**config.mk**
```make
export PLATFORM = sky130hd
export DESIGN_NAME = uart_wb_cmd_ctrl
export DESIGN_NICKNAME = d
export VERILOG_FILES = /design/src/rtl/uwb_pkg.sv /design/src/rtl/uwb_tmo_cnt.sv /design/src/rtl/uart_wb_cmd_ctrl.sv
export SDC_FILE = /design/constraint.sdc
export NUM_CORES = 1
export LEC_CHECK = 0
export CAP_MARGIN = 15
export CORE_MARGIN = 4
export CORE_UTILIZATION = 56
export DETAILED_ROUTE_END_ITERATION = 7
export PLACE_DENSITY = 0.9
export SYNTH_ARGS = -nofsm -noshare
export SYNTH_HDL_FRONTEND = slang
export SYNTH_SLANG_ARGS = --single-unit
export TNS_END_PERCENT = 20
```
**constraint.sdc**
```tcl
create_clock -name clk -period 5 [get_ports clk]
set_input_delay 0.5 -clock clk [delete_from_list [all_inputs] [get_ports clk]]
set_output_delay 0.5 -clock clk [all_outputs]
set_load 0.02 [all_outputs]
```
**src/rtl/uwb_pkg.sv**
```systemverilog
// Shared types and byte constants for the UART-to-Wishbone command sequencer.
package uwb_pkg;

  // Sequencer states
  typedef enum logic [2:0] {
    IDLE,
    FETCH,
    LATCH,
    WB,
    RESP
  } state_e;

  // Which part of the frame the fetch/latch loop is collecting
  typedef enum logic [1:0] {
    CMD,
    ADDR,
    DATA
  } phase_e;

  // Command bytes
  localparam logic [7:0] CMD_WR  = 8'h57;  // 'W'
  localparam logic [7:0] CMD_RD  = 8'h52;  // 'R'

  // Response bytes
  localparam logic [7:0] RSP_OK  = 8'h4B;  // 'K'
  localparam logic [7:0] RSP_BAD = 8'h3F;  // '?'
  localparam logic [7:0] RSP_TMO = 8'h54;  // 'T'
  localparam logic [7:0] RSP_ERR = 8'h45;  // 'E'

  // Byte counter width: must hold 0..max(addr_bytes, data_bytes)
  function automatic int cnt_width(input int addr_bytes, input int data_bytes);
    int m;
    m = (addr_bytes > data_bytes) ? addr_bytes : data_bytes;
    return $clog2(m + 1);
  endfunction

endpackage

```
**src/rtl/uwb_tmo_cnt.sv**
```systemverilog
// Wishbone ack timeout counter: clear, count-enable and terminal-count flag.
// 16-bit saturating count; tc_o asserts in the TMO_CYC-th enabled cycle
// after a clear, so the caller can terminate on that same clock edge.
module uwb_tmo_cnt #(
  parameter int TMO_CYC = 255
) (
  input  logic clk,
  input  logic nrst,
  input  logic clr_i,
  input  logic en_i,
  output logic tc_o
);

  localparam logic [15:0] TC_VAL = 16'(TMO_CYC - 1);

  logic [15:0] cnt_q;
  logic [15:0] cnt_d;

  // Next count: clear wins, then saturating increment while enabled
  always_comb begin
    cnt_d = cnt_q;
    if (clr_i) begin
      cnt_d = '0;
    end else if (en_i && (cnt_q != 16'hFFFF)) begin
      cnt_d = cnt_q + 16'd1;
    end
  end

  // Count register with synchronous active-low reset
  always_ff @(posedge clk) begin
    if (!nrst) begin
      cnt_q <= '0;
    end else begin
      cnt_q <= cnt_d;
    end
  end

  assign tc_o = en_i && (cnt_q >= TC_VAL);

endmodule

```
**src/rtl/uart_wb_cmd_ctrl.sv**
```systemverilog
// Command sequencer: pops command frames from the RX byte FIFO, runs one
// Wishbone classic cycle per frame and pushes the response into the TX FIFO.
// Optional build macro UWB_ERR_EN adds wb_err_i: an error termination that
// answers 'E' and takes priority over a simultaneous ack.
module uart_wb_cmd_ctrl
  import uwb_pkg::*;
#(
  parameter int ADDR_BYTES = 2,
  parameter int DATA_BYTES = 1,
  parameter int TMO_CYC    = 255
) (
  input  logic                    clk,
  input  logic                    nrst,
  input  logic                    rx_empty,
  output logic                    rx_pop,
  input  logic [7:0]              rx_data,
  input  logic                    tx_full,
  output logic                    tx_push,
  output logic [7:0]              tx_data,
  output logic                    wb_cyc_o,
  output logic                    wb_stb_o,
  output logic                    wb_we_o,
  output logic [8*ADDR_BYTES-1:0] wb_adr_o,
  output logic [8*DATA_BYTES-1:0] wb_dat_o,
  input  logic [8*DATA_BYTES-1:0] wb_dat_i,
  input  logic                    wb_ack_i,
`ifdef UWB_ERR_EN
  input  logic                    wb_err_i,
`endif
  output logic                    busy
);

  localparam int AW = 8 * ADDR_BYTES;
  localparam int DW = 8 * DATA_BYTES;
  localparam int CW = cnt_width(ADDR_BYTES, DATA_BYTES);

  localparam logic [CW-1:0] ADDR_LAST = CW'(ADDR_BYTES - 1);
  localparam logic [CW-1:0] DATA_LAST = CW'(DATA_BYTES - 1);
  localparam logic [CW-1:0] CNT_ONE   = CW'(1);

  state_e          state_q, state_d;
  phase_e          phase_q, phase_d;
  logic [CW-1:0]   cnt_q, cnt_d;        // byte index within address/data/response
  logic            is_wr_q, is_wr_d;    // decoded command is a write
  logic [AW-1:0]   adr_q, adr_d;
  logic [DW-1:0]   wdat_q, wdat_d;
  logic            cyc_q, cyc_d;
  logic            we_q, we_d;
  logic [DW-1:0]   rsp_q, rsp_d;        // response bytes, current byte in the top lane
  logic [CW-1:0]   rsp_last_q, rsp_last_d;

  logic            err_w;
  logic            tmo_clr;
  logic            tmo_en;
  logic            tmo_tc;

`ifdef UWB_ERR_EN
  assign err_w = wb_err_i;
`else
  assign err_w = 1'b0;
`endif

  // Single response byte placed in the lane that drives tx_data
  function automatic logic [DW-1:0] rsp_byte(input logic [7:0] b);
    logic [DW-1:0] r;
    r = '0;
    r[DW-1 -: 8] = b;
    return r;
  endfunction

  // The timeout counter restarts every time the WB state is entered
  assign tmo_clr = (state_q != WB);
  assign tmo_en  = (state_q == WB);

  uwb_tmo_cnt #(
    .TMO_CYC (TMO_CYC)
  ) u_tmo_cnt (
    .clk   (clk),
    .nrst  (nrst),
    .clr_i (tmo_clr),
    .en_i  (tmo_en),
    .tc_o  (tmo_tc)
  );

  // Next-state logic plus the combinational FIFO handshakes
  always_comb begin
    state_d    = state_q;
    phase_d    = phase_q;
    cnt_d      = cnt_q;
    is_wr_d    = is_wr_q;
    adr_d      = adr_q;
    wdat_d     = wdat_q;
    cyc_d      = cyc_q;
    we_d       = we_q;
    rsp_d      = rsp_q;
    rsp_last_d = rsp_last_q;
    rx_pop     = 1'b0;
    tx_push    = 1'b0;

    case (state_q)
      IDLE: begin
        if (!rx_empty) begin
          state_d = FETCH;
          phase_d = CMD;
          cnt_d   = '0;
        end
      end

      FETCH: begin
        // Pop only when data is available; the byte appears next cycle
        rx_pop = !rx_empty;
        if (!rx_empty) begin
          state_d = LATCH;
        end
      end

      LATCH: begin
        case (phase_q)
          CMD: begin
            is_wr_d = (rx_data == CMD_WR);
            if ((rx_data == CMD_WR) || (rx_data == CMD_RD)) begin
              phase_d = ADDR;
              cnt_d   = '0;
              state_d = FETCH;
            end else begin
              // Unknown command: answer '?' and leave the rest of RX alone
              rsp_d      = rsp_byte(RSP_BAD);
              rsp_last_d = '0;
              cnt_d      = '0;
              state_d    = RESP;
            end
          end

          ADDR: begin
            adr_d = (adr_q << 8) | AW'(rx_data);
            if (cnt_q == ADDR_LAST) begin
              cnt_d = '0;
              if (is_wr_q) begin
                phase_d = DATA;
                state_d = FETCH;
              end else begin
                state_d = WB;
                cyc_d   = 1'b1;
                we_d    = 1'b0;
              end
            end else begin
              cnt_d   = cnt_q + CNT_ONE;
              state_d = FETCH;
            end
          end

          DATA: begin
            wdat_d = (wdat_q << 8) | DW'(rx_data);
            if (cnt_q == DATA_LAST) begin
              cnt_d   = '0;
              state_d = WB;
              cyc_d   = 1'b1;
              we_d    = 1'b1;
            end else begin
              cnt_d   = cnt_q + CNT_ONE;
              state_d = FETCH;
            end
          end

          default: begin
            state_d = IDLE;
          end
        endcase
      end

      WB: begin
        // Error beats ack, ack beats timeout; any of them ends the cycle
        if (err_w || wb_ack_i || tmo_tc) begin
          cyc_d      = 1'b0;
          we_d       = 1'b0;
          cnt_d      = '0;
          state_d    = RESP;
          rsp_last_d = '0;
          if (err_w) begin
            rsp_d = rsp_byte(RSP_ERR);
          end else if (wb_ack_i) begin
            if (is_wr_q) begin
              rsp_d = rsp_byte(RSP_OK);
            end else begin
              rsp_d      = wb_dat_i;
              rsp_last_d = DATA_LAST;
            end
          end else begin
            rsp_d = rsp_byte(RSP_TMO);
          end
        end
      end

      RESP: begin
        tx_push = !tx_full;
        if (!tx_full) begin
          if (cnt_q == rsp_last_q) begin
            // Last byte gone: keep it on tx_data and return to idle
            cnt_d   = '0;
            state_d = IDLE;
          end else begin
            cnt_d = cnt_q + CNT_ONE;
            rsp_d = rsp_q << 8;
          end
        end
      end

      default: begin
        state_d = IDLE;
      end
    endcase
  end

  // State and datapath registers with synchronous active-low reset
  always_ff @(posedge clk) begin
    if (!nrst) begin
      state_q    <= IDLE;
      phase_q    <= CMD;
      cnt_q      <= '0;
      is_wr_q    <= 1'b0;
      adr_q      <= '0;
      wdat_q     <= '0;
      cyc_q      <= 1'b0;
      we_q       <= 1'b0;
      rsp_q      <= '0;
      rsp_last_q <= '0;
    end else begin
      state_q    <= state_d;
      phase_q    <= phase_d;
      cnt_q      <= cnt_d;
      is_wr_q    <= is_wr_d;
      adr_q      <= adr_d;
      wdat_q     <= wdat_d;
      cyc_q      <= cyc_d;
      we_q       <= we_d;
      rsp_q      <= rsp_d;
      rsp_last_q <= rsp_last_d;
    end
  end

  assign wb_cyc_o = cyc_q;
  assign wb_stb_o = cyc_q;
  assign wb_we_o  = we_q;
  assign wb_adr_o = adr_q;
  assign wb_dat_o = wdat_q;
  assign tx_data  = rsp_q[DW-1 -: 8];
  assign busy     = (state_q != IDLE);

endmodule

```
Word-level counts from Yosys, hierarchy flattened
Index checks and enable logic that the tools add are counted.
W data, S select, Z words.
Operators by class
  order comparisons: 1
  reductions and logical operators: 24
  add/sub/neg operators: 2
  mux-type cells: 47
  equality and inequality tests: 28
  bitwise logic cells: 2
Operator list (number)
  $mux W8: 7
  $mux W2: 13
  $pmux W8 S3: 1
  $mux W3: 7
  $reduce_and A6 Y1: 3
  $add A16 B1 Y16 const B: 1
  $eq A8 B7 Y1 const B: 2
  $ge A16 B8 Y1 const B: 1
  $ne A16 B16 Y1 const B: 1
  $or A16 B8 Y16: 1
  $ne A3 B3 Y1 const B: 5
  $pmux W3 S5: 1
  $ne A2 B2 Y1 const B: 7
  $pmux W2 S2: 3
  $reduce_and A5 Y1: 2
  $pmux W3 S3: 1
  $mux W1: 8
  $pmux W1 S2: 4
  $pmux W2 S4: 1
  $eq A3 B2 Y1 const B: 2
  $ne A3 B2 Y1 const B: 2
  $pmux W2 S3: 1
  $reduce_and A2 Y1: 3
  $reduce_bool A3 Y1: 2
  19 further kinds: 25
Word-level totals
  input port bits: 21
  word-level logic and storage cells: 115
  register bits after elaboration: 60

Depth between registers and ports, before layout
Gate-level depths: netlist of run 1.
  word-level depth: 5
  mapped depth: 9
  mapped depth without buffers: 7

By module
From an unflattened synthesis of run 1, not the netlist that was laid out.
Unflattened totals
  cell total of the unflattened synthesis: 360
  area, all modules: 3130.5 um^2
Modules (own cells, without submodules)
  uart_wb_cmd_ctrl: area each 2194.6 um^2, sequential area each 840.8 um^2, cells an instance 254, instances 1
  uwb_tmo_cnt: area each 935.9 um^2, sequential area each 320.3 um^2, cells an instance 106, instances 1

Worst setup path after synthesis of run 1
Ideal clock, no wire load.
  path type: register to register
  from: register phase_q[1]
  to: register we_q (netlist: wb_we_o)
  stages on the path, launching flop included: 10
  data arrival time: 1.750 ns
  path slack: 3.180 ns
  path buffers: 2
  cells stage by stage: dfxtp_1 > inv_1 > ha_1 > clkbuf_1 > nor4bb_1 > buf_2 > o21ai_0 > o2111ai_1 > or3b_1 > a21boi_1
Between the ends
  longest elaborated chain between the ends: 3
Ends and longest elaborated chain
  start, declared: line uart_wb_cmd_ctrl.sv:42  | phase_e phase_q, phase_d;
  start signal, assigned: line uart_wb_cmd_ctrl.sv:229  | phase_q <= phase_d;
  $eq A2 B2 Y1 / $eq A2 B1 Y1 (equally long branches): line uart_wb_cmd_ctrl.sv:118  | case (phase_q)
  $pmux W1 S2 (tied with other cells): line uart_wb_cmd_ctrl.sv:118
  $pmux W1 S2 / $reduce_and A6 Y1 (equally long branches)
  end signal, assigned: line uart_wb_cmd_ctrl.sv:235  | we_q <= we_d;
  end, declared: line uart_wb_cmd_ctrl.sv:48  | logic we_q, we_d;
Parallel ways exist; a longest one is shown, timed or not.
A chain may end at the register's enable or synchronous reset.

Worst setup path after layout of run 1
  from: register state_q[2]
  to: output port tx_push
Between the ends
  longest elaborated chain between the ends: 2
Ends and longest elaborated chain
  start, declared: line uart_wb_cmd_ctrl.sv:41  | state_e state_q, state_d;
  start signal, assigned: line uart_wb_cmd_ctrl.sv:228  | state_q <= state_d;
  $eq A3 B3 Y1: line uart_wb_cmd_ctrl.sv:100  | case (state_q)
  $mux W1: line uart_wb_cmd_ctrl.sv:100
  end, declared: line uart_wb_cmd_ctrl.sv:18  | output logic tx_push,
No other way between the ends.

==> results of run 1 <==
[cell type report]
class                   instances  share of cell area, %
well taps                      70                  2.257
multi-input cells             281                  45.28
clock inverters                 7                  3.031
clock buffers                   9                  3.193
repair buffers                 60                  15.35
inverters                      10                 0.9674
flip-flops and latches         58                  29.93
[worst max path at each step]
stage	startpoint	endpoint	slack, ps	cells after the start
after global placement	rx_data[5]	phase_q[1]$_SDFFE_PN0P_	2560	6
final	state_q[2]$_SDFFE_PN0P_	tx_push	2200	3
after floorplan	phase_q[1]$_SDFFE_PN0P_	wb_we_o$_SDFFE_PN0P_	3180	9
after detailed placement	rx_data[5]	phase_q[1]$_SDFFE_PN0P_	2490	6
after global routing	state_q[2]$_SDFFE_PN0P_	tx_push	2120	3
after CTS	state_q[2]$_SDFFE_PN0P_	tx_push	2200	3
[cells in the mapped netlist, types with 2 or more instances]
master	count
o21a_1	2
a211oi_1	3
o21ai_0	12
and3_1	3
or3_1	2
dfxtp_1	58
a21oi_1	3
ha_1	9
nor2_1	28
nor3_1	5
a21boi_0	26
nor4bb_1	2
nor4_1	3
nand3_1	11
a32oi_1	2
o31ai_1	5
xor2_1	5
o221ai_1	2
and2_1	2
nor3b_1	2
xnor2_1	10
nand2_1	83
clkbuf_1	13
buf_2	5
o211a_1	2
o211ai_1	3
or2_2	2
mux2i_1	8
nor2b_1	13
and4_1	2
o2111ai_1	2
inv_1	10
nand4_1	4
nand2b_1	2
nand4_2	2
[power by group through the flow]
stage	sequential, uW	clock, uW	combinational, uW
finish	492	528	136
global placement	501	0	132
global route	494	554	144
floorplan	500	0	79.1
detailed placement	502	0	134
CTS	491	531	135
[through the flow]
stage / std cells / util [%]
after detailed placement: 479 / 70.34
after global routing: 495 / 75.01
final: 495 / 75.01
after floorplan: 368 / -
after global placement: 479 / 70.34
after CTS: 495 / 75.01
[critical path, stage by stage, from the launching register on]
cell and delay [ps]:
dfxtp_1 660, nor3b_2 480, nor2b_1 200, clkdlybuf4s50_1 620
[per-layer routing]
layer / vias to the layer above / routed length, um / share of wire [%] / global-route usage [%]
met4: 0 / 146 / 1.9 / 12.16
met3: 15 / 339 / 4.5 / 4.715
met5: - / 0 / 0 / 0
met2: 88 / 3992 / 53 / 43.08
met1: 1355 / 3078 / 41 / 26.35
li1: 1383 / - / - / -
[cells by family (layout without fill, tap and decap cells)]
kind of cell | count (synthesis) | count (layout)
AND/OR/NAND/NOR | 177 | 177
AO/OA/AOI/OAI | 72 | 72
flip-flops | 58 | 58
buffers and inverters | 29 | 86
XOR/XNOR | 15 | 15
adder cells (fa/ha/maj) | 9 | 9
multiplexers | 8 | 8
[registers in the layout, summed over array words and instances, names as in the netlist]
name and count:
u_tmo_cnt.cnt_q 16, cnt_q 2, tx_data 8, wb_cyc_o 1, phase_q 2, wb_dat_o 8
wb_we_o 1, wb_adr_o 16, state_q 3, is_wr_q 1
[layout by cell type (no fill, tap or decap), types with 3 or more instances in the layout]
master / netlist / layout
xor2_1: 5 / 5
nand2_1: 83 / 83
xnor2_1: 10 / 10
nor3_1: 5 / 5
ha_1: 9 / 9
nand3_1: 11 / 11
dfxtp_1: 58 / 58
a21oi_1: 3 / 3
clkdlybuf4s50_1: 0 / 58
a211oi_1: 3 / 3
inv_1: 10 / 10
and3_1: 3 / 3
nor4_1: 3 / 3
a21boi_0: 26 / 26
mux2i_1: 8 / 8
nor2b_1: 13 / 13
nor2_1: 28 / 28
nand4_1: 4 / 4
clkbuf_8: 0 / 9
bufinv_16: 0 / 3
o211ai_1: 3 / 3
o21ai_0: 12 / 12
o31ai_1: 5 / 5
==> summary.md, run 1 <==
| Metric | Value |
|---|---|
| Synth Instances | `368` |
| Pint | `873.3 uW` |
| Outcome | `finished, final reports clean` |
| Starting Density | `58.59%` |
| Synth top area cells | `dfxtp_1 (38%), nand2_1 (10%), a21boi_0 (6.4%), ha_1 (3.7%), nor2_1 (3.5%)` |
| Routed WL per cell | `15.27 um` |
| Placed cell areas | `3638 um2` |
| Peak supply drop | `0.2640 mV` |
| DP HPWL | `5.233 mm` |
| Sequential area share after synthesis | `38.32%` |
| Post-CTS sizing | `0` |
| Top cell type's share of synthesized area | `38.32%` |
| Finish-stage setup viols | `0` |
| Synth unique cells | `57` |
| Deepest level of the CTS H-tree | `3` |
| Leak | `0.001302 uW` |
| Largest fanout on the critical path | `18` |
| Power per cell area | `297.8 nW/um2` |
| Vias per cell | `5.739` |
| Final Hold Vio Count | `0` |
| DP Worst Slack | `2494 ps` |
| Total core area | `5172 um2` |
| Final setup margin | `2197 ps` |
| Clk slew on worst S/H paths | `80 ps` |
| Post-synthesis simple-gate area fraction | `29.23%` |
| Footprint of the multi-input gates | `1757 um2` |
| # IOs | `59` |
| Actual slew at the worst max-slew pin | `648.6 ps` |
| Post-route ant nets | `0` |
| Min Hold Slack | `458.4 ps` |
| Initial antenna violation count | `0` |
| WHS Endpoint | `tx_data[3]$_SDFFE_PN0P_` |
| R2R cell count | `5` |
| Iter 0 DRT Violations | `214` |
| Final nets | `450` |
| Worst setup EP type | `output pin` |
| Switching share of power | `24.42%` |
| CTS max path bufs | `2` |
| Top FF cell, synth | `dfxtp_1` |
| Tightest Hold Check Type | `reg -> reg` |
| Clock power share | `45.7%` |
| Largest family of logic cells by synthesized area | `simple AND/OR/NAND/NOR gates` |
| Total Die Area | `6652 um2` |
| Via count | `2841` |
| Post-Synth XOR/XNOR Area | `4.335%` |
| Number of synthesized flops with an enable pin | `0` |
| GP Congestion | `0.9209` |
| Combinational power share | `11.7%` |
| Final Skew | `12.75 ps` |
| All-Layer GR Usage | `23.86%` |
| FF-to-FF Start | `state_q[0]$_SDFFE_PN0P_` |
| Post-synthesis mux area share | `2.642%` |
| Antenna cells | `0` |
| Max_cap viols | `0` |
| YS warnings | `0` |
| Post-synth top area cell | `dfxtp_1` |
| CTS tree | `done` |
| DIE HEIGHT | `81.56 um` |
| Max Clk Rate | `356.8 MHz` |
| First-pass GRT wire length | `12.16 mm` |
| Seq cells post-synth | `58` |
| Clock Sink Count | `58` |
| Final Slew Violations | `0` |
| WL final | `7.557 mm` |
| Root Buffer | `clkbuf_8` |
| Flop pwr share | `42.6%` |
| Via count of the first global-routing pass | `2653` |
| Die width | `81.56 um` |
| Synth Area in Compound Gates | `17.84%` |
| Final Power | `1156 uW` |
| DR pass1 iterations | `4` |
| Relative slew slack | `56.64%` |
| Design area | `3880 um2` |
| Setup Total Neg Slack | `0 ps` |
| R2r setup slk | `2740 ps` |
| RR Endpoint | `wb_cyc_o$_SDFFE_PN0P_` |
| Hold path startpoint | `tx_data[3]$_SDFFE_PN0P_` |
| Crit path DAT | `2300 ps` |
| Layout cells sized above 1 | `7.765%` |
| Worst setup SP type | `register` |
| Tmin final | `2803 ps` |
| Worst-skew pair later-pin latency | `350 ps` |
| Crit path kind | `reg -> out` |
| Psw | `282.2 uW` |
| Tcrit/Tclk final | `56.06%` |
| Post-route DRC violation count | `0` |
| Post-Syn Area per Cell | `8.235 um2` |
| Largest net degree at the start of global routing | `35` |
| Synthesized Nets | `398` |
| RSZ-0062 raised after global routing | `no` |
| Asr flop ratio synth | `0%` |
| Worst hold stages | `2` |
| CTS Buf Count | `9` |
| Gr ovfl total | `0` |
| Filler cells | `363` |
| Post-CTS Hold Fix Bufs | `0` |
| Worst EP required | `4500 ps` |
| Rows | `26` |
| I/O Buffers | `58` |
| Area Overhead vs Synth | `28.03%` |
| Flip-flop and latch area | `1161 um2` |
| Post-synthesis adder-cell area fraction | `3.716%` |
| Post-CTS Setup Bufs | `0` |
| Mapped Area | `3030 um2` |
Note: power is estimated with default switching activity, not from simulation.
==> inputs of run 2 (changes only) <==
CORE_UTILIZATION = 47   (was 56)
PLACE_DENSITY = 0.81   (was 0.9)
clock period = 2.3 ns   (was 5 ns; I/O delays follow)
==> run 2 against run 1 <==
First-iteration DRC count shrank 35%. Clock power rose by 97%. Utilization fell by 10 points. Sequential power rose by 120%. Final cell count up 3.2%. Highest routed layer unchanged.
==> summary.md, run 2 (synthesized netlist as in run 1, its figures left out) <==
| Metric | Value |
|---|---|
| Area Overhead vs Synth | `30.80%` |
| # IOs | `59 (unchanged)` |
| Outcome | `finished, final reports clean` |
| RSZ-0062 raised after global routing | `no` |
| Antenna cells | `0 (unchanged)` |
| Initial antenna violation count | `0 (unchanged)` |
| I/O Buffers | `58 (unchanged)` |
| Finish-stage setup viols | `0 (unchanged)` |
| Clock Sink Count | `58 (unchanged)` |
| Min Hold Slack | `459.7 ps (+1.234 ps)` |
| Final Skew | `6.081 ps (-6.669 ps)` |
| Worst setup EP type | `output pin` |
| Post-CTS Setup Bufs | `0 (unchanged)` |
| Worst setup SP type | `register` |
| Filler cells | `540 (+49%)` |
| Post-route ant nets | `0 (unchanged)` |
| Layout cells sized above 1 | `10.09% (+2.3 points)` |
| Total Die Area | `7796 um2 (+17%)` |
| Leak | `0.001350 uW (+3.7%)` |
| Actual slew at the worst max-slew pin | `530.7 ps (-117.9 ps)` |
| R2R cell count | `8 (+3)` |
| Post-CTS sizing | `0 (unchanged)` |
| Most frequent cells in the layout | `nand2_1 (83), dfxtp_1 (58), clkdlybuf4s50_1 (58)` |
| RR Endpoint | `tx_data[6]$_SDFFE_PN0P_` |
| Relative slew slack | `64.32% (+7.7 points)` |
| All-Layer GR Usage | `20.19% (-3.7 points)` |
| Setup Total Neg Slack | `0 ps (unchanged)` |
| Tmin final | `2156 ps` |
| Tcrit/Tclk final | `93.72%` |
| Crit path DAT | `1930 ps (-370 ps)` |
| Final nets | `462 (+2.7%)` |
| Power per cell area | `614.0 nW/um2 (+110%)` |
| Via count of the first global-routing pass | `2681 (+1.1%)` |
| Starting Density | `49.71% (-8.9 points)` |
| CTS tree | `done` |
| Peak supply drop | `0.4600 mV (+74%)` |
| Deepest level of the CTS H-tree | `3 (unchanged)` |
| Tightest Hold Check Type | `reg -> reg` |
| DIE HEIGHT | `88.30 um (+8.3%)` |
| Crit path kind | `reg -> out` |
| GP Congestion | `0.9002 (-2.2%)` |
| Largest fanout on the critical path | `12 (-6)` |
| Crit path capture | `tx_push` |
| Critical-path cell list | `nor3b_4, nor2b_1, clkdlybuf4s50_1` |
| Via count | `2785 (-2.0%)` |
| Largest net degree at the start of global routing | `34 (-2.9%)` |
| CTS Buf Count | `9 (unchanged)` |
| Flip-flop and latch area | `1161 um2 (unchanged)` |
| CP startpoint | `state_q[1]$_SDFFE_PN0P_` |
| WL final | `7.317 mm (-3.2%)` |
| Rows | `28 (+7.7%)` |
| Post-CTS Hold Fix Bufs | `0 (unchanged)` |
| Die width | `88.30 um (+8.3%)` |
| Final Hold Vio Count | `0 (unchanged)` |
| Total core area | `6096 um2 (+18%)` |
| Routed WL per cell | `14.32 um (-6.2%)` |
| Crit-path slowest cell | `clkdlybuf4s50_1` |
| Max_cap viols | `0 (unchanged)` |
| Iter 0 DRT Violations | `139 (-35%)` |
| Root Buffer | `clkbuf_8` |
| Gr ovfl total | `0 (unchanged)` |
| Worst-skew pair later-pin latency | `340 ps (about the same)` |
| Commonest non-fill, non-tap cell in the layout | `nand2_1` |
| DP HPWL | `5.324 mm (+1.7%)` |
| R2r setup slk | `350 ps (-2390 ps)` |
| Max Clk Rate | `463.9 MHz` |
| Final Slew Violations | `0 (unchanged)` |
| Clk slew on worst S/H paths | `60 ps (-20 ps)` |
| Vias per cell | `5.450 (-5.0%)` |
| DR pass1 iterations | `5 (+1)` |
| First-pass GRT wire length | `12.39 mm (+1.9%)` |
| Worst EP required | `2070 ps (-2430 ps)` |
| Footprint of the multi-input gates | `1763 um2 (+0.36%)` |
| Crit path largest cell delay | `620 ps (-40 ps)` |
| FF-to-FF Start | `phase_q[1]$_SDFFE_PN0P_` |
| CTS max path bufs | `2 (unchanged)` |
| Post-route DRC violation count | `0 (unchanged)` |
-- run 2: power breakdown --
group          internal [uW]  switching, uW
combinational            169            166
clock                    643            402
sequential              1030           25.2
-- run 2: area by class of cell --
cell class,count,share of cell area (%)
timing repair buffer,72,17.30
multi-input combinational,281,44.48
clock buffer,14,4.861
clock inverter,1,0.7576
tap,75,2.367
inverter,10,0.9470
sequential,58,29.29
-- run 2: critical path: cells and delay by family, from the launching register on --
kind                   cells  cell delay [ps]
DFF                        1              450
buffers and inverters      1              620
and+or+nand+nor            2              520
-- run 2: per-stage QoR --
step                area [um2]  worst slack, ps  total power, uW  cells  util, %
floorplan                 3030            479.7             1260    368        -
global placement          3735            368.2             1399    496    61.27
detailed placement        3735            320.8             1406    496    61.27
CTS                       3958            83.27             2449    511    64.92
global route              3964            10.70             2526    511    65.02
finish                    3964            144.4             2434    511    65.02
-- run 2: worst min path at each step --
stage                              startpoint                   endpoint  depth (start not counted)
global placement         wb_we_o$_SDFFE_PN0P_       wb_we_o$_SDFFE_PN0P_                          2
CTS                 wb_adr_o[10]$_SDFFE_PN0P_  wb_adr_o[10]$_SDFFE_PN0P_                          2
finish              wb_adr_o[10]$_SDFFE_PN0P_  wb_adr_o[10]$_SDFFE_PN0P_                          2
detailed placement       wb_we_o$_SDFFE_PN0P_       wb_we_o$_SDFFE_PN0P_                          2
global route         wb_dat_o[3]$_SDFFE_PN0P_   wb_dat_o[3]$_SDFFE_PN0P_                          2
floorplan                         wb_dat_i[7]    tx_data[7]$_SDFFE_PN0P_                          2
-- run 2: routing by layer --
metal | wire length, um | track usage (%) | share of wire (%) | vias to the layer above
met1 | 3225 | 25.97 | 44 | 1287
met4 | 113 | 9.341 | 1.5 | 0
met3 | 580 | 4.097 | 7.9 | 12
li1 | - | - | - | 1399
met5 | 0 | 0 | 0 | -
met2 | 3397 | 32.63 | 46 | 87
==> inputs of run 3 (changes only) <==
CORE_MARGIN = 2   (was 4)
==> run 3 against run 2 <==
Power increased by 0.79%. Largest cell class unchanged. Combinational power decreased by 3%. First-iteration DRC count increased by 95%. Utilization decreased by 2.2 points. Final area decreased by 0.57%. Clock-buffer cell count decreased by 4. Register-to-register slack got worse by 110 ps. Fmax decreased by 1.6%. Routed wire length about the same. Via count decreased by 0.36%.
==> summary.md, run 3 (synthesized netlist as in run 1, its figures left out) <==
| Metric | Value |
|---|---|
| DP HPWL | `5.263 mm (-1.1%)` |
| Worst hold stages | `2 (unchanged)` |
| Worst-skew pair later-pin latency | `340 ps (about the same)` |
| First-pass GRT wire length | `12.06 mm (-2.7%)` |
| Levels on crit path | `3 (unchanged)` |
| Post-CTS Hold Fix Bufs | `0 (unchanged)` |
| RSZ-0062 raised after global routing | `no` |
| Max_cap viols | `0 (unchanged)` |
| Crit path DAT | `1960 ps (+30 ps)` |
| Most frequent cells in the layout | `nand2_1 (83), dfxtp_1 (58), clkdlybuf4s50_1 (58)` |
| CTS tree | `done` |
| Crit path largest cell delay | `640 ps (+20 ps)` |
| Largest delay share family, worst path | `buffers and inverters` |
| Relative slew slack | `57.09% (-7.2 points)` |
| Total Die Area | `7106 um2 (-8.9%)` |
| Clock power share | `43.8% (+0.9 points)` |
| Final setup margin | `109.3 ps (-35.13 ps)` |
| GP Congestion | `0.9562 (+6.2%)` |
| Peak supply drop | `0.4035 mV (-12%)` |
| Finished Layout Cells | `510 (-0.20%)` |
| Largest fanout on the critical path | `11 (-1)` |
| Psw | `619.5 uW (+4.5%)` |
| Die width | `84.30 um (-4.5%)` |
| I/O Buffers | `58 (unchanged)` |
| Antenna cells | `0 (unchanged)` |
| Leak | `0.001329 uW (-1.5%)` |
| Routed WL per cell | `14.35 um (+0.24%)` |
| Root Buffer | `clkbuf_8` |
| Final Hold Vio Count | `0 (unchanged)` |
| Final Skew | `9.100 ps (+3.019 ps)` |
| Crit-path slowest cell | `clkdlybuf4s50_1` |
| Area Overhead vs Synth | `30.06%` |
| Outcome | `finished, final reports clean` |
| CTS max path bufs | `2 (unchanged)` |
| Final nets | `458 (-0.87%)` |
| Largest net degree at the start of global routing | `45 (+32%)` |
| Vias per cell | `5.441 (-0.16%)` |
| Worst setup EP type | `output pin` |
| Crit path kind | `reg -> out` |
| Flop pwr share | `43.0% (-0.4 points)` |
| Worst setup SP type | `register` |
| Via count | `2775 (-0.36%)` |
| CTS Buf Count | `9 (unchanged)` |
| Clk slew on worst S/H paths | `60 ps (about the same)` |
| Worst EP required | `2070 ps (about the same)` |
| Combinational power share | `13.2% (-0.5 points)` |
| Final core utilization | `62.79% (-2.2 points)` |
| Post-route ant nets | `0 (unchanged)` |
| Layout cells sized above 1 | `9.469% (-0.62 points)` |
| R2R cell count | `7 (-1)` |
| Rows | `29 (+3.6%)` |
| Post-route DRC violation count | `0 (unchanged)` |
| Tmin final | `2191 ps (+35.13 ps)` |
| Finish-stage setup viols | `0 (unchanged)` |
| Initial antenna violation count | `0 (unchanged)` |
| Power per cell area | `622.4 nW/um2 (+1.4%)` |
| Max Clk Rate | `456.5 MHz (-1.6%)` |
| WP buf/inv | `1 (unchanged)` |
| Actual slew at the worst max-slew pin | `638.2 ps (+107.4 ps)` |
| Commonest non-fill, non-tap cell in the layout | `nand2_1` |
| Setup Total Neg Slack | `0 ps (unchanged)` |
| DP Worst Slack | `267.1 ps (-53.67 ps)` |
| Iter 0 DRT Violations | `271 (+95%)` |
| DR pass1 iterations | `5 (unchanged)` |
| Via count of the first global-routing pass | `2616 (-2.4%)` |
| Clock Sink Count | `58 (unchanged)` |
| Switching share of power | `25.26% (+0.90 points)` |
| All-Layer GR Usage | `20.98% (+0.78 points)` |
| Tightest Hold Check Type | `reg -> reg` |
| DIE HEIGHT | `84.30 um (-4.5%)` |
| Total core area | `6277 um2 (+3.0%)` |
| Starting Density | `48.28% (-1.4 points)` |
| Tcrit/Tclk final | `95.25% (+1.5 points)` |
| Pint | `1833 uW (-0.41%)` |
| WL final | `7.320 mm (about the same)` |
| # IOs | `59 (unchanged)` |
| Final Slew Violations | `0 (unchanged)` |
| Gr ovfl total | `0 (unchanged)` |
| Deepest level of the CTS H-tree | `3 (unchanged)` |
| Critical-path cell list | `nor3b_4, nor2b_1, clkdlybuf4s50_1` |
| Placed cell count | `494 (-0.40%)` |
## run 3: changes by cell type in the layout (fill, tap and decap cells not counted)
| cell | change |
|---|---|
| buf_4 | -4 |
| clkbuf_8 | -4 |
| clkinv_4 | +2 |
| bufinv_16 | +1 |
| clkinv_2 | +1 |
| clkinvlp_4 | +1 |
## run 3: metal layers
metal / global-route usage (%) / wire [um]
met5: 0 / 0
met3: 4.326 / 387
met2: 35.43 / 3545
met1: 26.11 / 3301
met4: 8.504 / 85
## run 3: metrics by stage
step	instance area, um2	power, uW	hold slack, ps
2_1_floorplan	3030	1260	373.3
3_3_place_gp	3707	1392	437.6
3_5_place_dp	3707	1396	451.9
4_1_cts	3935	2473	459.0
5_1_grt	3941	2552	475.7
6_report	3941	2453	452.7
## run 3: path summary, 6_finish.rpt
path                      startpoint  slack, ps                      end
max reg2reg  phase_q[0]$_SDFFE_PN0P_        240  tx_data[3]$_SDFFE_PN0P_
min reg2reg     wb_we_o$_SDFFE_PN0P_        450     wb_we_o$_SDFFE_PN0P_
min             wb_we_o$_SDFFE_PN0P_        450     wb_we_o$_SDFFE_PN0P_
max          state_q[0]$_SDFFE_PN0P_        110                  tx_push
## run 3: final cells by class
class | instances | area (um2)
Timing Repair Buffer | 68 | 655.6
Fill cell | 544 | 2336
Clock buffer | 10 | 137.6
Sequential cell | 58 | 1161
Tap cell | 77 | 96.34
Inverter | 10 | 37.54
Clock inverter | 6 | 90.09
Multi-Input combinational cell | 281 | 1763
## run 3: power groups by stage
stage / Combinational [uW] / Clock, uW / Sequential, uW
2_1_floorplan: 172 / 0 / 1090
3_3_place_gp: 316 / 0 / 1080
3_5_place_dp: 319 / 0 / 1080
4_1_cts: 321 / 1100 / 1050
5_1_grt: 347 / 1150 / 1060
6_report: 323 / 1070 / 1060
## run 3: what timing repair did
| item | CTS | global route |
|---|---|---|
| endpoints found under the setup margin | 0 | 1 |
| gates resized for setup | 0 | 1 |
| setup buffers | 0 | 0 |
## run 3: worst reg2reg max path, stage by stage (launching register included)
cell	delay (ps)
dfxtp_1	340
inv_1	90
ha_1	230
and4bb_2	280
o31ai_1	130
buf_4	170
a211oi_4	490
mux2i_1	270
